<file path="config.mk">
export PLATFORM = sky130hd
export DESIGN_NAME = muldiv_unit_flat
export DESIGN_NICKNAME = d
export VERILOG_FILES = /design/src/rtl/muldiv_pkg.sv /design/src/rtl/muldiv_if.sv /design/src/rtl/muldiv_negate.sv /design/src/rtl/muldiv_unit.sv /design/src/flat_wrapper.sv
export SDC_FILE = /design/constraint.sdc
export NUM_CORES = 1
export LEC_CHECK = 0
export ABC_CLOCK_PERIOD_IN_PS = 4850
export BUFFER_PORTS_ARGS = -buffer_cell sky130_fd_sc_hd__buf_2
export CORE_MARGIN = 4
export CORE_UTILIZATION = 30
export DETAILED_ROUTE_END_ITERATION = 16
export GPL_TIMING_DRIVEN = 0
export PLACE_DENSITY = 0.49
export SLEW_MARGIN = 30
export SYNTH_ARGS = -nofsm -noshare
export SYNTH_HDL_FRONTEND = slang
export SYNTH_SLANG_ARGS = --single-unit
</file>
<file path="constraint.sdc">
create_clock -name clk -period 4.85 [get_ports clk]
set_input_delay 0.2425 -clock clk [delete_from_list [all_inputs] [get_ports clk]]
set_output_delay 0.2425 -clock clk [all_outputs]
set_load 0.01 [all_outputs]
</file>
<file path="src/rtl/muldiv_pkg.sv">
// rtl/muldiv_pkg.sv - shared op codes, FSM states and sizing helper for muldiv_unit
//
// Purpose: holds the common definitions for the multiply/divide engine.
//   - MD_* : encoding of the op input (MULT, MULTU, DIV, DIVU)
//   - md_state_t : engine FSM states
//   - cnt_width() : bit width of the iteration counter for a given operand width
package muldiv_pkg;

    localparam logic [1:0] MD_MULT  = 2'd0;
    localparam logic [1:0] MD_MULTU = 2'd1;
    localparam logic [1:0] MD_DIV   = 2'd2;
    localparam logic [1:0] MD_DIVU  = 2'd3;

    typedef enum logic [1:0] {
        IDLE = 2'd0,
        RUN  = 2'd1,
        FIX  = 2'd2,
        DONE = 2'd3
    } md_state_t;

    // The counter only has to reach width-1, so clog2(width) bits suffice.
    function automatic int cnt_width(input int width);
        return (width > 2) ? $clog2(width) : 1;
    endfunction

endpackage

</file>
<file path="src/rtl/muldiv_if.sv">
// rtl/muldiv_if.sv - start/busy/done request interface of muldiv_unit
//
// Purpose: groups the control-unit handshake and the Hi/Lo result path.
// Signals:
//   start, op[1:0], a, b        : request from the control unit
//   busy, done, hi, lo, div_zero: status and results from the engine
// Modports: master (control unit side), slave (engine side).
interface muldiv_if #(
    parameter int WIDTH = 32
);
    logic             start;
    logic [1:0]       op;
    logic [WIDTH-1:0] a;
    logic [WIDTH-1:0] b;
    logic             busy;
    logic             done;
    logic [WIDTH-1:0] hi;
    logic [WIDTH-1:0] lo;
    logic             div_zero;

    modport master (
        output start, op, a, b,
        input  busy, done, hi, lo, div_zero
    );

    modport slave (
        input  start, op, a, b,
        output busy, done, hi, lo, div_zero
    );
endinterface

</file>
<file path="src/rtl/muldiv_negate.sv">
// rtl/muldiv_negate.sv - conditional two's-complement negate
//
// Purpose: q_o = en_i ? -d_i : d_i, used for operand magnitudes and result fix-up.
// Ports:
//   en_i      : negate when high
//   d_i[W-1:0]: input value
//   q_o[W-1:0]: (conditionally) negated value
module muldiv_negate #(
    parameter int W = 32
) (
    input  logic         en_i,
    input  logic [W-1:0] d_i,
    output logic [W-1:0] q_o
);
    assign q_o = en_i ? ('0 - d_i) : d_i;
endmodule

</file>
<file path="src/rtl/muldiv_unit.sv">
// rtl/muldiv_unit.sv - iterative signed/unsigned multiply/divide engine
//
// Purpose: radix-2 shift-add multiply and restoring divide sharing one
// 2*WIDTH accumulator, one bit per cycle, with a sign fix-up cycle at the end.
// Ports:
//   clk   : rising-edge clock
//   reset : synchronous, active-high reset
//   bus   : muldiv_if.slave (start/op/a/b in; busy/done/hi/lo/div_zero out)
// Configuration macro: MULDIV_DIV0_DETECT_EN
//   defined   - divide by zero skips the iterations, flags div_zero, keeps hi/lo
//   undefined - divide by zero runs the raw algorithm, div_zero is always 0
module muldiv_unit
    import muldiv_pkg::*;
#(
    parameter int WIDTH = 32
) (
    input  logic     clk,
    input  logic     reset,
    muldiv_if.slave  bus
);
    localparam int CNT_W = cnt_width(WIDTH);

    md_state_t          state_q;
    logic               busy_q;
    logic               done_q;
    logic               is_div_q;
    logic               neg_lo_q;   // negate product (MULT) or quotient (DIV)
    logic               neg_hi_q;   // negate remainder (DIV, dividend negative)
    logic [CNT_W-1:0]   cnt_q;
    logic [2*WIDTH-1:0] acc_q;
    logic [2*WIDTH-1:0] acc_d;
    logic [WIDTH-1:0]   d_q;        // multiplicand or divisor magnitude
    logic [WIDTH-1:0]   hi_q;
    logic [WIDTH-1:0]   lo_q;

    // Request decode and operand magnitudes
    logic             op_div;
    logic             op_signed;
    logic             a_neg;
    logic             b_neg;
    logic [WIDTH-1:0] a_mag;
    logic [WIDTH-1:0] b_mag;

    assign op_div    = (bus.op == MD_DIV) || (bus.op == MD_DIVU);
    assign op_signed = (bus.op == MD_MULT) || (bus.op == MD_DIV);
    assign a_neg     = op_signed & bus.a[WIDTH-1];
    assign b_neg     = op_signed & bus.b[WIDTH-1];

    muldiv_negate #(.W(WIDTH)) u_neg_a (.en_i(a_neg), .d_i(bus.a), .q_o(a_mag));
    muldiv_negate #(.W(WIDTH)) u_neg_b (.en_i(b_neg), .d_i(bus.b), .q_o(b_mag));

    // One iteration. Multiply: acc = {partial, multiplier}, shifted right.
    // Divide: acc = {remainder, dividend/quotient}, shifted left.
    logic [WIDTH:0] add_sum;
    logic [WIDTH:0] rem_ext;
    logic [WIDTH:0] sub_diff;

    always_comb begin
        add_sum  = {1'b0, acc_q[2*WIDTH-1:WIDTH]} + {1'b0, d_q};
        rem_ext  = acc_q[2*WIDTH-1:WIDTH-1];
        sub_diff = rem_ext - {1'b0, d_q};
        acc_d    = acc_q;
        if (is_div_q) begin
            // rem_ext < 2*divisor, so a failed subtract leaves rem_ext[WIDTH]=0
            if (!sub_diff[WIDTH])
                acc_d = {sub_diff[WIDTH-1:0], acc_q[WIDTH-2:0], 1'b1};
            else
                acc_d = {rem_ext[WIDTH-1:0], acc_q[WIDTH-2:0], 1'b0};
        end else if (acc_q[0]) begin
            acc_d = {add_sum, acc_q[WIDTH-1:1]};
        end else begin
            acc_d = {1'b0, acc_q[2*WIDTH-1:1]};
        end
    end

    // Sign fix-up of the finished result
    logic [2*WIDTH-1:0] prod_fix;
    logic [WIDTH-1:0]   quo_fix;
    logic [WIDTH-1:0]   rem_fix;

    muldiv_negate #(.W(2*WIDTH)) u_neg_prod (
        .en_i(neg_lo_q & ~is_div_q), .d_i(acc_q), .q_o(prod_fix)
    );
    muldiv_negate #(.W(WIDTH)) u_neg_quo (
        .en_i(neg_lo_q), .d_i(acc_q[WIDTH-1:0]), .q_o(quo_fix)
    );
    muldiv_negate #(.W(WIDTH)) u_neg_rem (
        .en_i(neg_hi_q), .d_i(acc_q[2*WIDTH-1:WIDTH]), .q_o(rem_fix)
    );

`ifdef MULDIV_DIV0_DETECT_EN
    logic div0_q;
    logic div_zero_q;
`endif

    always_ff @(posedge clk) begin
        if (reset) begin
            state_q    <= IDLE;
            busy_q     <= 1'b0;
            done_q     <= 1'b0;
            is_div_q   <= 1'b0;
            neg_lo_q   <= 1'b0;
            neg_hi_q   <= 1'b0;
            cnt_q      <= '0;
            acc_q      <= '0;
            d_q        <= '0;
            hi_q       <= '0;
            lo_q       <= '0;
`ifdef MULDIV_DIV0_DETECT_EN
            div0_q     <= 1'b0;
            div_zero_q <= 1'b0;
`endif
        end else begin
            done_q <= 1'b0;
            case (state_q)
                IDLE, DONE: begin
                    if (bus.start) begin
                        is_div_q <= op_div;
                        neg_lo_q <= a_neg ^ b_neg;
                        neg_hi_q <= a_neg;
                        d_q      <= op_div ? b_mag : a_mag;
                        acc_q    <= {{WIDTH{1'b0}}, (op_div ? a_mag : b_mag)};
                        cnt_q    <= '0;
                        busy_q   <= 1'b1;
                        state_q  <= RUN;
`ifdef MULDIV_DIV0_DETECT_EN
                        div0_q   <= op_div && (bus.b == '0);
                        if (op_div && (bus.b == '0))
                            state_q <= FIX;
`endif
                    end else begin
                        state_q <= IDLE;
                    end
                end
                RUN: begin
                    acc_q <= acc_d;
                    cnt_q <= cnt_q + CNT_W'(1);
                    if (cnt_q == CNT_W'(WIDTH - 1))
                        state_q <= FIX;
                end
                FIX: begin
                    busy_q  <= 1'b0;
                    done_q  <= 1'b1;
                    state_q <= DONE;
`ifdef MULDIV_DIV0_DETECT_EN
                    div_zero_q <= div0_q;
                    if (!div0_q) begin
`else
                    begin
`endif
                        if (is_div_q) begin
                            hi_q <= rem_fix;
                            lo_q <= quo_fix;
                        end else begin
                            hi_q <= prod_fix[2*WIDTH-1:WIDTH];
                            lo_q <= prod_fix[WIDTH-1:0];
                        end
                    end
                end
                default: state_q <= IDLE;
            endcase
        end
    end

    assign bus.busy = busy_q;
    assign bus.done = done_q;
    assign bus.hi   = hi_q;
    assign bus.lo   = lo_q;
`ifdef MULDIV_DIV0_DETECT_EN
    assign bus.div_zero = div_zero_q;
`else
    assign bus.div_zero = 1'b0;
`endif

endmodule
</file>
<file path="src/flat_wrapper.sv">
// flat-port wrapper written by rule: the top's interface ports become plain ports
module muldiv_unit_flat import muldiv_pkg::*;
#(
    parameter int WIDTH = 32
)
  (clk, reset, bus_start, bus_op, bus_a, bus_b, bus_busy, bus_done, bus_hi, bus_lo, bus_div_zero);
  muldiv_if #(.WIDTH(WIDTH)) bus_i ();
  input  logic clk;
  input  logic reset;
  input wire logic [$bits(bus_i.start)-1:0] bus_start;
  input wire logic [$bits(bus_i.op)-1:0] bus_op;
  input wire logic [$bits(bus_i.a)-1:0] bus_a;
  input wire logic [$bits(bus_i.b)-1:0] bus_b;
  output wire logic [$bits(bus_i.busy)-1:0] bus_busy;
  output wire logic [$bits(bus_i.done)-1:0] bus_done;
  output wire logic [$bits(bus_i.hi)-1:0] bus_hi;
  output wire logic [$bits(bus_i.lo)-1:0] bus_lo;
  output wire logic [$bits(bus_i.div_zero)-1:0] bus_div_zero;
  assign bus_i.start = bus_start;
  assign bus_i.op = bus_op;
  assign bus_i.a = bus_a;
  assign bus_i.b = bus_b;
  assign bus_busy = bus_i.busy;
  assign bus_done = bus_i.done;
  assign bus_hi = bus_i.hi;
  assign bus_lo = bus_i.lo;
  assign bus_div_zero = bus_i.div_zero;
  muldiv_unit #(.WIDTH(WIDTH)) u_core (.clk(clk), .reset(reset), .bus(bus_i));
endmodule
</file>
==> reports/results.md <==
* critical path cell sequence: inv_1 > ha_1 > fa_1 > nand2b_1 > a21oi_1 > o21ai_0 > a21oi_1 > o21ai_1 > and3b_1 > or3_1 > nand2_1 > clkbuf_1 > o21ai_0 > a31o_2
* fraction of layout instances using a drive strength above 1: 0.109
* relative max-transition margin: 0.431
* area of the die: 50,900 µm²
* synthesis-to-finish area growth: 14.5%
* final routed DRC violation total: 0
* Highest Clock Rate: 211 MHz
* initial antenna violation count: 0
* met2 WL post-DR: 25,700 µm
* worst-margin pin slew: 0.854 ns
* Initial Utilization: 0.304
* share of synthesized flip-flops with an asynchronous set or reset: 0
* total via count in the routed design: 15,065
* 1st-pass router iterations: 6
* fraction of synthesized area in multiplexers: 0.0555
* Seq cells post-synth: 172
* most used flip-flop cell after synthesis: sky130_fd_sc_hd__dfxtp_1
* smallest setup slack after layout: 0.101 ns
* simple-gate share of the synthesized area: 0.204
* required time at the worst-slack endpoint: 5.20 ns
* largest fanout on the critical path: 10
* result of the run: completed
* total negative slack for setup checks: 0 ns
* share of Yosys cell area claimed by the top area cell type: 0.243
* XOR/XNOR Fraction of Synth Area: 0.105
* clock root buffer master: sky130_fd_sc_hd__clkbuf_16
* top routing layer in use: met4
* number of setup violations in the final report: 0
* number of buffer and inverter stages on the critical path: 2
* number of max-capacitance violations reported: 0
* die width: 226 µm
* TritonCTS Sinks: 172
* Critical Path Start: u_core.acc_q[31]
* Worst Setup EP: u_core.acc_q[33]
* CP Capture Type: register
* biggest area consumer among synthesized cells: sky130_fd_sc_hd__dfxtp_1
* number of port buffers: 132
* number of buffers inserted during clock tree synthesis: 17
* placed cell count: 2,654
* TritonCTS clock tree: done
* Post-Layout Inst Area: 16,300 µm²
* final hold violations: 0
* end of the worst register-to-register path: u_core.acc_q[33]
* Worst Reg-to-Reg Cells: 14
* period utilization: 0.979
* beginning of the worst register-to-register path: u_core.acc_q[31]
* clock period minus final worst setup slack: 4.75 ns
* H-tree depth: 4
* RePlAce Congestion: 0.968
* CTS Buffer Depth: 2
* Clk Latency, worst-skew pair: 0.45 ns
* layout net count: 2,209
* Vias per Instance: 5.61
* adder-cell share of the synthesized area: 0.0663
* detailed placement HPWL: 46,000 µm
* biggest cell delay along the critical path: 0.63 ns
* Post-Syn Area per Cell: 7.41 µm²
* worst path arrival time: 5.10 ns
* number of enable-type register cells in the synthesized netlist: 0
* kind of cell adding the most delay to the critical path: compound AO/OA/AOI/OAI gates
* number of stages on the worst setup path: 14
* count of synthesis-stage warnings from yosys: 0
* GRT Resource Usage Total: 0.221
* fin util: 0.348
* final count of pins violating max slew: 0
* largest cells by area after synthesis: sky130_fd_sc_hd__dfxtp_1 (24%), sky130_fd_sc_hd__ha_1 (6.3%), sky130_fd_sc_hd__nor2_1 (5.6%)
* combined area of all synthesized cells: 14,200 µm²
* Worst Hold Class: in -> reg
* Non-Filler Instances: 2,686
* GR Overflow Total: 0
* number of distinct library cells after synthesis: 75
* DRC violation total after the first TritonRoute iteration: 1,243
* quantity of gates resized following cts: 0
* Die Height: 226 µm
* count of standard-cell rows: 79
* hold depth: 4
* number of primary I/O pins: 136
* crit path launch type: register
* Met1 Wirelength: 26,800 µm
* Final ANT Viol Nets: 0
* via count of the first global-routing pass: 14,107
* sequential-to-total area share from yosys stat: 0.243
* met3 wire length: 3560 µm
* number of nets in the synthesized netlist: 2,058
* critical path type: reg -> reg
* setup repair after global routing missed its margin: yes
* Ant. Diodes: 0
* maximum number of pins on one net before global-route repair: 17
* pre-CTS WS: 0.227 ns
* Clock Skew: 0.0139 ns
* clock-pin slew of the registers on the worst-case setup and hold paths: 0.08 ns
* P_leak: 6.40 nW
* core footprint: 46,700 µm²
* aggregate routed wire length: 57,900 µm
* combinational family with the most area after synthesis: compound AO/OA/AOI/OAI gates
* power density relative to cell area: 532 nW/µm²
* master of the slowest instance on the critical path: sky130_fd_sc_hd__clkbuf_1
* global-route wire length before repair: 86,800 µm
* synthesized-area fraction occupied by ao, oa, aoi and oai cells: 0.276
* post-detailed-placement cell area: 15,600 µm²
* wire per inst: 21.6 µm
* count of mapped cells out of synthesis: 1,915
* maximum VDD drop: 0.000294 V
* register-to-register setup slack: 0.10 ns
==> tightest hold or removal path, delay by kind of cell <==
family | cells | cell delay [ns]
xor gates and xnor gates | 1 | 0.10
buffers and inverters | 1 | 0.11
AOI/OAI and AO/OA | 2 | 0.26
==> synth_stat cells, drive strengths merged (15+ instances only) <==
| master | count |
|---|---|
| buf | 15 |
| nor2b | 20 |
| mux2 | 38 |
| mux2i | 36 |
| ha | 72 |
| clkbuf | 111 |
| xor2 | 88 |
| nor3 | 62 |
| a31oi | 17 |
| nand2b | 23 |
| xnor2 | 82 |
| a21oi | 149 |
| nor2 | 212 |
| o31ai | 27 |
| a211oi | 101 |
| or3 | 21 |
| a21o | 17 |
| nand3 | 30 |
| o21ai | 156 |
| o211ai | 34 |
| nand2 | 196 |
| inv | 60 |
| dfxtp | 172 |
==> kinds of logic (layout without fill, tap and decap cells) <==
family,Yosys count,after routing
AO/OA/AOI/OAI,606,606
XOR/XNOR,170,170
adder cells (fa/ha/maj),74,74
buffers and inverters,187,351
flip-flops,172,172
multiplexers,74,74
other,1,1
AND/OR/NAND/NOR,631,631
==> cell type report <==
class,count,area [µm²]
buffer,126,493
clock buffer,20,447
clock inverter,12,196
fill,5088,30400
inverter,61,229
multi-input combinational,1556,10000
sequential,172,3440
tap,607,759
timing repair buffer,132,661
==> flip-flops by register name (all words and copies together), names as in the netlist <==
register,count
u_core.bus.lo,32
u_core.acc_q,64
u_core.d_q,32
u_core.bus.busy,1
u_core.cnt_q,5
u_core.neg_hi_q,1
u_core.neg_lo_q,1
u_core.is_div_q,1
u_core.bus.hi,32
u_core.bus.done,1
u_core.state_q,2
==> repair_timing <==
action                     in CTS  in global routing
setup buffers                   0                  0
hold buffers                    0                  0
setup endpoints to repair       0                  7
==> through the flow <==
step | hold slack [ns] | power (W)
after floorplan | 0.436 | 0.00539
after global placement | 0.447 | 0.00700
after detailed placement | 0.455 | 0.00703
after CTS | 0.275 | 0.00860
after global routing | 0.326 | 0.00922
final | 0.302 | 0.00864
==> routing by layer <==
metal,track usage,up-vias
li1,-,7243
met1,0.310,7207
met3,0.0333,86
met4,0.0697,0
met2,0.351,529
met5,0,-
==> layout by cell type (no fill, tap or decap), drive strengths merged, types with 10 or more instances in the layout <==
master	n
nand3	30
o211a	13
nand2b	23
clkbuf	131
a311oi	11
or3	21
xnor2	82
inv	67
o21ai	156
nor4	13
mux2	38
a21o	17
mux2i	36
nor2	212
a211oi	101
ha	72
nor2b	20
dfxtp	172
nand2	196
or2	10
nand4	12
buf	147
xor2	88
o21a	13
nor3	62
o31ai	27
o211ai	34
a31oi	17
a21oi	149
==> worst min-delay path by stage <==
stage,from,endpoint,slack (ns)
2_1_floorplan,u_core.cnt_q[4],u_core.cnt_q[4],0.44
3_3_place_gp,u_core.cnt_q[4],u_core.cnt_q[4],0.45
4_1_cts,bus_b[24],u_core.acc_q[24],0.27
5_1_grt,bus_b[27],u_core.d_q[27],0.33
3_5_place_dp,u_core.cnt_q[4],u_core.cnt_q[4],0.46
6_report,bus_b[24],u_core.acc_q[24],0.30
==> power by group <==
part           switching (W)  total [W]  leakage [nW]  internal (W)
Combinational        0.00310    0.00479          4.68       0.00169
Sequential          0.000477    0.00229          1.41       0.00181
Clock               0.000672    0.00157         0.312      0.000895
Note: power is estimated with default switching activity, not from simulation.
